===== src/rtl/vga_pkg.sv =====
// ----------------------------------------------------------------------------
// vga_pkg
// Shared definitions for the 640x480 VGA sprite-overlay path:
//   - default active-area geometry
//   - RGB565 colour constants used by the colour-bar background
//   - overlay mode encodings
//   - bar_colour(): maps a bar index (0..9) to its RGB565 colour
// ----------------------------------------------------------------------------
package vga_pkg;

    localparam int H_VALID_DEF = 640;
    localparam int V_VALID_DEF = 480;

    localparam logic [15:0] RED    = 16'hF800;
    localparam logic [15:0] ORANGE = 16'hFC00;
    localparam logic [15:0] YELLOW = 16'hFFE0;
    localparam logic [15:0] GREEN  = 16'h07E0;
    localparam logic [15:0] CYAN   = 16'h07FF;
    localparam logic [15:0] BLUE   = 16'h001F;
    localparam logic [15:0] PURPLE = 16'hF81F;
    localparam logic [15:0] BLACK  = 16'h0000;
    localparam logic [15:0] WHITE  = 16'hFFFF;
    localparam logic [15:0] GRAY   = 16'hD69A;

    typedef enum logic [1:0] {
        MODE_BG     = 2'd0,   // background only, image hidden
        MODE_OPAQUE = 2'd1,   // image drawn with palette colours
        MODE_TRANSP = 2'd2,   // palette index 0 shows the background
        MODE_INVERT = 2'd3    // image drawn with inverted palette colours
    } mode_t;

    // Colour for bar index 0..9 in display order.
    function automatic logic [15:0] bar_colour(input logic [3:0] idx);
        logic [15:0] c;
        case (idx)
            4'd0:    c = RED;
            4'd1:    c = ORANGE;
            4'd2:    c = YELLOW;
            4'd3:    c = GREEN;
            4'd4:    c = CYAN;
            4'd5:    c = BLUE;
            4'd6:    c = PURPLE;
            4'd7:    c = BLACK;
            4'd8:    c = WHITE;
            4'd9:    c = GRAY;
            default: c = BLACK;
        endcase
        return c;
    endfunction

endpackage


===== src/rtl/vga_bar_bg.sv =====
// ----------------------------------------------------------------------------
// vga_bar_bg
// Registered vertical colour-bar background generator. The colour for pix_x
// appears on bg one clock later, which lines it up with the ROM read data.
// Ports:
//   clk    in   pixel clock
//   rst_n  in   async reset, active low (bg cleared to black)
//   pix_x  in   10-bit current x; >= H_VALID is outside the active area
//   bg     out  16-bit RGB565 background colour (registered)
// ----------------------------------------------------------------------------
module vga_bar_bg
    import vga_pkg::*;
#(
    parameter int H_VALID = 640,
    parameter int NBARS   = 10
) (
    input  logic        clk,
    input  logic        rst_n,
    input  logic [9:0]  pix_x,
    output logic [15:0] bg
);

    localparam int BAR_W = H_VALID / NBARS;

    logic [9:0] band_s;
    logic [3:0] colour_idx_s;

    // Bar index of the current pixel; bars beyond the tenth reuse the sequence.
    always_comb begin
        band_s       = pix_x / 10'(BAR_W);
        colour_idx_s = 4'(band_s % 10'd10);
    end

    // Background colour register, black outside the active line.
    always_ff @(posedge clk or negedge rst_n) begin
        if (!rst_n) begin
            bg <= BLACK;
        end else if ({1'b0, pix_x} >= 11'(H_VALID)) begin
            bg <= BLACK;
        end else begin
            bg <= bar_colour(colour_idx_s);
        end
    end

endmodule


===== src/rtl/vga_sprite_overlay.sv =====
// ----------------------------------------------------------------------------
// vga_sprite_overlay
// Composites a ROM-stored indexed-colour image over a colour-bar background.
// Position and mode are sampled only during vertical blanking so a frame is
// never torn. The ROM address is a raster counter rather than a multiply.
// Ports:
//   vga_clk       in   pixel clock
//   sys_rst_n     in   async reset, active low
//   pix_x, pix_y  in   current pixel coordinate (>= H_VALID/V_VALID outside)
//   pos_x, pos_y  in   requested image top-left corner
//   mode          in   0 bg only, 1 opaque, 2 index-0 transparent, 3 inverted
//   rom_addr      out  ROM address (registered counter)
//   rom_rden      out  ROM read enable (current pixel inside the image)
//   rom_data      in   palette index, valid one cycle after the read
//   pix_data_out  out  RGB565 pixel, one cycle behind pix_x/pix_y
// ----------------------------------------------------------------------------
module vga_sprite_overlay
    import vga_pkg::*;
#(
    parameter int          H_VALID = 640,
    parameter int          V_VALID = 480,
    parameter int          PIC_W   = 320,
    parameter int          PIC_H   = 240,
    parameter int          BPP     = 2,
    parameter int          AW      = 17,
    parameter int          NBARS   = 10,
    parameter logic [15:0] PAL0    = 16'h0000,
    parameter logic [15:0] PAL1    = 16'hFFFF,
    parameter logic [15:0] PAL2    = 16'hF800,
    parameter logic [15:0] PAL3    = 16'h001F
) (
    input  logic           vga_clk,
    input  logic           sys_rst_n,
    input  logic [9:0]     pix_x,
    input  logic [9:0]     pix_y,
    input  logic [9:0]     pos_x,
    input  logic [9:0]     pos_y,
    input  logic [1:0]     mode,
    output logic [AW-1:0]  rom_addr,
    output logic           rom_rden,
    input  logic [BPP-1:0] rom_data,
    output logic [15:0]    pix_data_out
);

    localparam int X_MAX    = H_VALID - PIC_W;
    localparam int Y_MAX    = V_VALID - PIC_H;
    localparam int PIX_LAST = PIC_W * PIC_H - 1;

    function automatic logic [15:0] pal_lookup(input logic [1:0] idx);
        logic [15:0] c;
        case (idx)
            2'd0:    c = PAL0;
            2'd1:    c = PAL1;
            2'd2:    c = PAL2;
            2'd3:    c = PAL3;
            default: c = PAL0;
        endcase
        return c;
    endfunction

    logic [9:0]    px_r;
    logic [9:0]    py_r;
    mode_t         mode_r;
    logic [AW-1:0] addr_r;
    logic          win_d_r;
    mode_t         mode_d_r;

    logic          blank_s;
    logic [9:0]    px_next_s;
    logic [9:0]    py_next_s;
    logic          in_win_s;
    logic [1:0]    idx_s;
    logic [15:0]   pal_s;
    logic [15:0]   bg_s;

    // Blanking detect and clamp so the whole image always stays on screen;
    // the address counter relies on every image pixel being scanned.
    always_comb begin
        blank_s   = ({1'b0, pix_y} >= 11'(V_VALID));
        px_next_s = (pos_x > 10'(X_MAX)) ? 10'(X_MAX) : pos_x;
        py_next_s = (pos_y > 10'(Y_MAX)) ? 10'(Y_MAX) : pos_y;
    end

    // Image window test against the frame's latched origin.
    always_comb begin
        in_win_s = ({1'b0, pix_x} >= {1'b0, px_r})
                && ({1'b0, pix_x} <  ({1'b0, px_r} + 11'(PIC_W)))
                && ({1'b0, pix_y} >= {1'b0, py_r})
                && ({1'b0, pix_y} <  ({1'b0, py_r} + 11'(PIC_H)))
                && (mode_r != MODE_BG);
    end

    assign rom_rden = in_win_s;
    assign rom_addr = addr_r;

    // Frame configuration latch, open only while in vertical blanking.
    always_ff @(posedge vga_clk or negedge sys_rst_n) begin
        if (!sys_rst_n) begin
            px_r   <= 10'd0;
            py_r   <= 10'd0;
            mode_r <= MODE_BG;
        end else if (blank_s) begin
            px_r   <= px_next_s;
            py_r   <= py_next_s;
            mode_r <= mode_t'(mode);
        end else begin
            px_r   <= px_r;
            py_r   <= py_r;
            mode_r <= mode_r;
        end
    end

    // Raster address counter: steps once per image pixel, restarts each frame.
    always_ff @(posedge vga_clk or negedge sys_rst_n) begin
        if (!sys_rst_n) begin
            addr_r <= {AW{1'b0}};
        end else if (blank_s) begin
            addr_r <= {AW{1'b0}};
        end else if (in_win_s) begin
            if (addr_r == AW'(PIX_LAST)) begin
                addr_r <= {AW{1'b0}};
            end else begin
                addr_r <= addr_r + AW'(1);
            end
        end else begin
            addr_r <= addr_r;
        end
    end

    // Delay window flag and mode to align with the ROM read data.
    always_ff @(posedge vga_clk or negedge sys_rst_n) begin
        if (!sys_rst_n) begin
            win_d_r  <= 1'b0;
            mode_d_r <= MODE_BG;
        end else begin
            win_d_r  <= in_win_s;
            mode_d_r <= mode_r;
        end
    end

    vga_bar_bg #(
        .H_VALID (H_VALID),
        .NBARS   (NBARS)
    ) u_bar_bg (
        .clk   (vga_clk),
        .rst_n (sys_rst_n),
        .pix_x (pix_x),
        .bg    (bg_s)
    );

    // Final pixel mux; with BPP=1 the index is zero-extended so only PAL0/PAL1 occur.
    always_comb begin
        idx_s        = 2'(rom_data);
        pal_s        = pal_lookup(idx_s);
        pix_data_out = bg_s;
        if (!win_d_r) begin
            pix_data_out = bg_s;
        end else if ((mode_d_r == MODE_TRANSP) && (idx_s == 2'd0)) begin
            pix_data_out = bg_s;
        end else if (mode_d_r == MODE_INVERT) begin
            pix_data_out = ~pal_s;
        end else begin
            pix_data_out = pal_s;
        end
    end

endmodule


===== config.mk =====
export PLATFORM = sky130hd
export DESIGN_NAME = vga_sprite_overlay
export DESIGN_NICKNAME = d
export VERILOG_FILES = /design/src/rtl/vga_pkg.sv /design/src/rtl/vga_bar_bg.sv /design/src/rtl/vga_sprite_overlay.sv
export SDC_FILE = /design/constraint.sdc
export NUM_CORES = 1
export LEC_CHECK = 0
export CAP_MARGIN = 20
export CORE_UTILIZATION = 47
export CTS_BUF_LIST = sky130_fd_sc_hd__clkbuf_16
export CTS_CLUSTER_SIZE = 30
export DETAILED_ROUTE_END_ITERATION = 16
export HOLD_SLACK_MARGIN = 0.12
export PLACE_DENSITY = 0.79
export SLEW_MARGIN = 0
export SYNTH_ARGS = -nofsm -noshare
export SYNTH_HDL_FRONTEND = slang
export SYNTH_SLANG_ARGS = --single-unit

===== constraint.sdc =====
create_clock -name vga_clk -period 2.7 [get_ports vga_clk]
set_input_delay 0.405 -clock vga_clk [delete_from_list [all_inputs] [get_ports vga_clk]]
set_output_delay 0.405 -clock vga_clk [all_outputs]
set_load 0.005 [all_outputs]

==> results.txt <==
----------------------------------------------------
[Run status]
  Result of the run ... finished with violations
  Failing checks ... setup timing

[Worst setup path]
  Required time of the worst setup path ... between 2 and 2.5 ns
  Count of cells along the worst register-to-register path ... 12
  Reg-to-reg startpoint ... py_r[4]$_DFFE_PN0N_
  Arrival @ worst endpoint ... ~2.5 ns
  Setup slack on the worst flop-to-flop path ... -0.03 ns
  Category of the critical setup timing path ... flop to output port
  Max FO, Critical Path ... 3
  Critical Path Sink Type ... output port
  Reg-to-reg endpoint ... rom_addr[9]$_DFFE_PN0P_
  Category of the worst setup path launch point ... flop

[Worst hold path]
  Startpoint of the most critical hold path ... mode_r[0]$_DFFE_PN0N_
  WHS Endpoint ... mode_d_r[0]$_DFF_PN0_
  Worst hold path type ... flop to flop
  Cells on Worst Hold Path ... 0

[Detailed routing]
  Detailed Routing Iterations Pass 1 ... 5
  Routed wirelength normalized by instance count ... around 16 um
  Overall via count from detail_route ... around 3,800
  Iteration-0 DRC count of the detailed router ... around 220
  Post-route antenna net violation count ... 0
  Detailed Route WL ... 10.6 mm
  Via density per instance ... between 5 and 6
  Total DRC errors in the routed layout ... 0

[Timing]
  Relative slew margins ... just over 50%
  Worst clock skew ... approximately 0.0060 ns
  Setup-failing EPs final ... 3
  Max Clk Rate ... roughly 350 MHz
  Post-route clock period utilization ... 106%
  RSZ-0062 raised after global routing ... true
  Smallest hold slack ... roughly 0.42 ns
  Setup TNS ... -0.202 ns
  Worst-case setup margin in the final layout ... -0.170 ns
  Count of final hold-check violations ... 0
  Max Transition Viols Final ... 0
  Time the final worst path needs with I/O delays and setup ... between 2 and 3 ns
  Pin slew with the least headroom to its limit ... roughly 0.72 ns

[Logic synthesis]
  Number of flops mapped to enable cells by yosys ... 0
  Sequential cell area fraction in the yosys report ... roughly 34%
  Count of mapped cells out of synthesis ... 419
  FFs w/ async S/R, synth ... 100%
  Synth unique cells ... 53
  Post-synthesis average cell area ... roughly 8.7 um^2
  Post-Syn Nets ... approximately 500
  Total standard cell area after synthesis ... 3640 um^2
  Main flop type after synthesis ... dfrtp_1
  Number of synthesized register bits ... 49
  YS warnings ... 0

[Clock network]
  Number of buffers between clock root and the deepest sink ... 2
  Clock insertion delay at the later pin of the skew report ... 0.29 ns
  Clock tree from TritonCTS ... yes
  Number of buffers inserted during clock tree synthesis ... 5
  CTS clock-pin slew for the worst setup and hold paths ... about 0.07 ns
  H-tree levels ... 2
  Clock sink total ... 49
  Root buffer cell ... clkbuf_16

[Global routing]
  Global-route usage over all layers ... 25.0%
  Pin count of the biggest net entering global routing ... 34
  Remaining global-route overflow ... 0
  Initial antenna violation count ... 0
  Vias in the first global route ... 3,702
  Global-route wire length before repair ... between 15 and 20 mm

[Floorplanning]
  Count of boundary I/O pins ... 80
  Die height ... roughly 90 um
  Area of the core ... around 7400 um^2
  Row count ... 31
  X dimension of the die ... 90.0 um
  Starting density of the core ... about half
  Area enclosed by the die boundary ... between 8000 and 9000 um^2

[Final layout]
  Most common cell after layout, fill and taps aside ... clkdlybuf4s50_1
  Footprint of the flip-flops and latches ... 1230 um^2
  Antenna Diode Count ... 0
  Leading cell types in the layout, fill and taps excluded ... clkdlybuf4s50_1 (62), buf_4 (56), dfrtp_1 (49)
  Number of filler cells placed in the layout ... ~540
  Fraction of final layout cells with drive strength greater than 1 ... 19.4%
  Cell area after layout ... 5320 um^2
  Layout area overhead ... 46.3%
  Area of the multi-input gates ... ~2400 um^2
  NumNets Final ... approximately 630
  Non-filler instance count after layout ... between 600 and 700

[Placement]
  Placed cells ... 627
  Port-buffer cells ... 79
  RD Place Congestion ... slightly below 0.9
  Post-Place Cell Area ... 4830 um^2
  Estimated wirelength of the detail-placed design ... 7.34 mm
  Worst slack at placement ... -0.597 ns

[Flow run]
  Max-cap check violation count ... 0

[Pwr]
  Power Dens Cells ... slightly above 400 nW/um^2
  Worst IR drop on VDD ... 0.308 mV
  LEAKAGE ... roughly 0.0024 uW

----------------------------------------------------
## what timing repair did
| action | CTS | global route |
|---|---|---|
| hold buffers | 1 | 0 |
| cloned | 0 | 1 |
| endpoints found under the setup margin | 30 | 27 |
| setup buffers | 4 | 4 |
| pin swaps | 8 | 21 |
| resized for setup | 26 | 36 |
| endpoints found under the hold margin | 16 | 0 |
## per-layer routing
| metal | vias up | GRT usage (%) | routed length (um) |
|---|---|---|---|
| li1 | 1787 | - | - |
| met2 | 174 | 45.3 | 5430 |
| met5 | - | 0 | 0 |
| met3 | 18 | 4.82 | 689 |
| met1 | 1781 | 29.8 | 4310 |
| met4 | 0 | 7.80 | 146 |
## cell usage after synthesis, types with 11 or more instances
master	instances	share of area, %
o21ai_0	22	3.0
nor4_1	15	2.6
nor2_1	32	3.3
nand3_1	16	2.2
nand2_1	36	3.7
inv_1	31	3.2
clkbuf_1	11	1.1
ha_1	37	13
dfrtp_1	49	34
a21oi_1	27	3.7
## power breakdown
part	leakage (uW)	internal [uW]	switching, uW
combinational	0.00168	316	318
sequential	0.000636	767	27.6
clock	0.0000852	436	279
## layout make-up
| cell class | instances | share of cell area (%) |
|---|---|---|
| clock buffers | 5 | 2.35 |
| clock inverters | 3 | 0.800 |
| flip-flops and latches | 49 | 23.1 |
| inverters | 31 | 2.19 |
| well taps | 99 | 2.33 |
| repair buffers | 140 | 24.2 |
| multi-input cells | 317 | 45.1 |
## logic make-up after synthesis
logic type	synth area share, %
buf+inv	6.40
xor+xnor	1.93
mux	1.93
compound gates	21.1
fa+ha+maj	12.7
flops	33.7
simple gates	22.2
## through the flow
| step | power (uW) | util, % |
|---|---|---|
| 2_1_floorplan | 1090 | - |
| 3_3_place_gp | 1350 | 65.5 |
| 3_5_place_dp | 1380 | 65.5 |
| 4_1_cts | 2090 | 69.1 |
| 5_1_grt | 2250 | 72.2 |
| 6_report | 2140 | 72.2 |
## how the worst max path moves through the flow
stage                              startpoint       end  slack, ns  cells past startpoint
after detailed placement             pix_x[4]  rom_rden      -0.60                      8
after floorplan           py_r[4]$_DFFE_PN0N_  rom_rden      -0.03                     10
after global routing      py_r[4]$_DFFE_PN0N_  rom_rden      -0.25                     10
after CTS                 py_r[4]$_DFFE_PN0N_  rom_rden      -0.05                      9
final                     py_r[4]$_DFFE_PN0N_  rom_rden      -0.17                     10
after global placement               pix_x[2]  rom_rden      -0.56                      8
## flip-flops by register name (all words and copies together), names as in the netlist
signal       count
px_r            10
u_bar_bg.bg      7
win_d_r          1
mode_r           2
rom_addr        17
py_r            10
mode_d_r         2
## worst max-delay path, stage by stage (launching register included)
cell,delay (ns)
dfrtp_1,0.41
inv_2,0.07
ha_4,0.17
buf_4,0.14
xnor2_2,0.13
ha_1,0.32
nand4_1,0.17
a211oi_2,0.29
o221a_4,0.28
nor3_4,0.06
buf_2,0.14
Power figures use the tool's default switching activity.
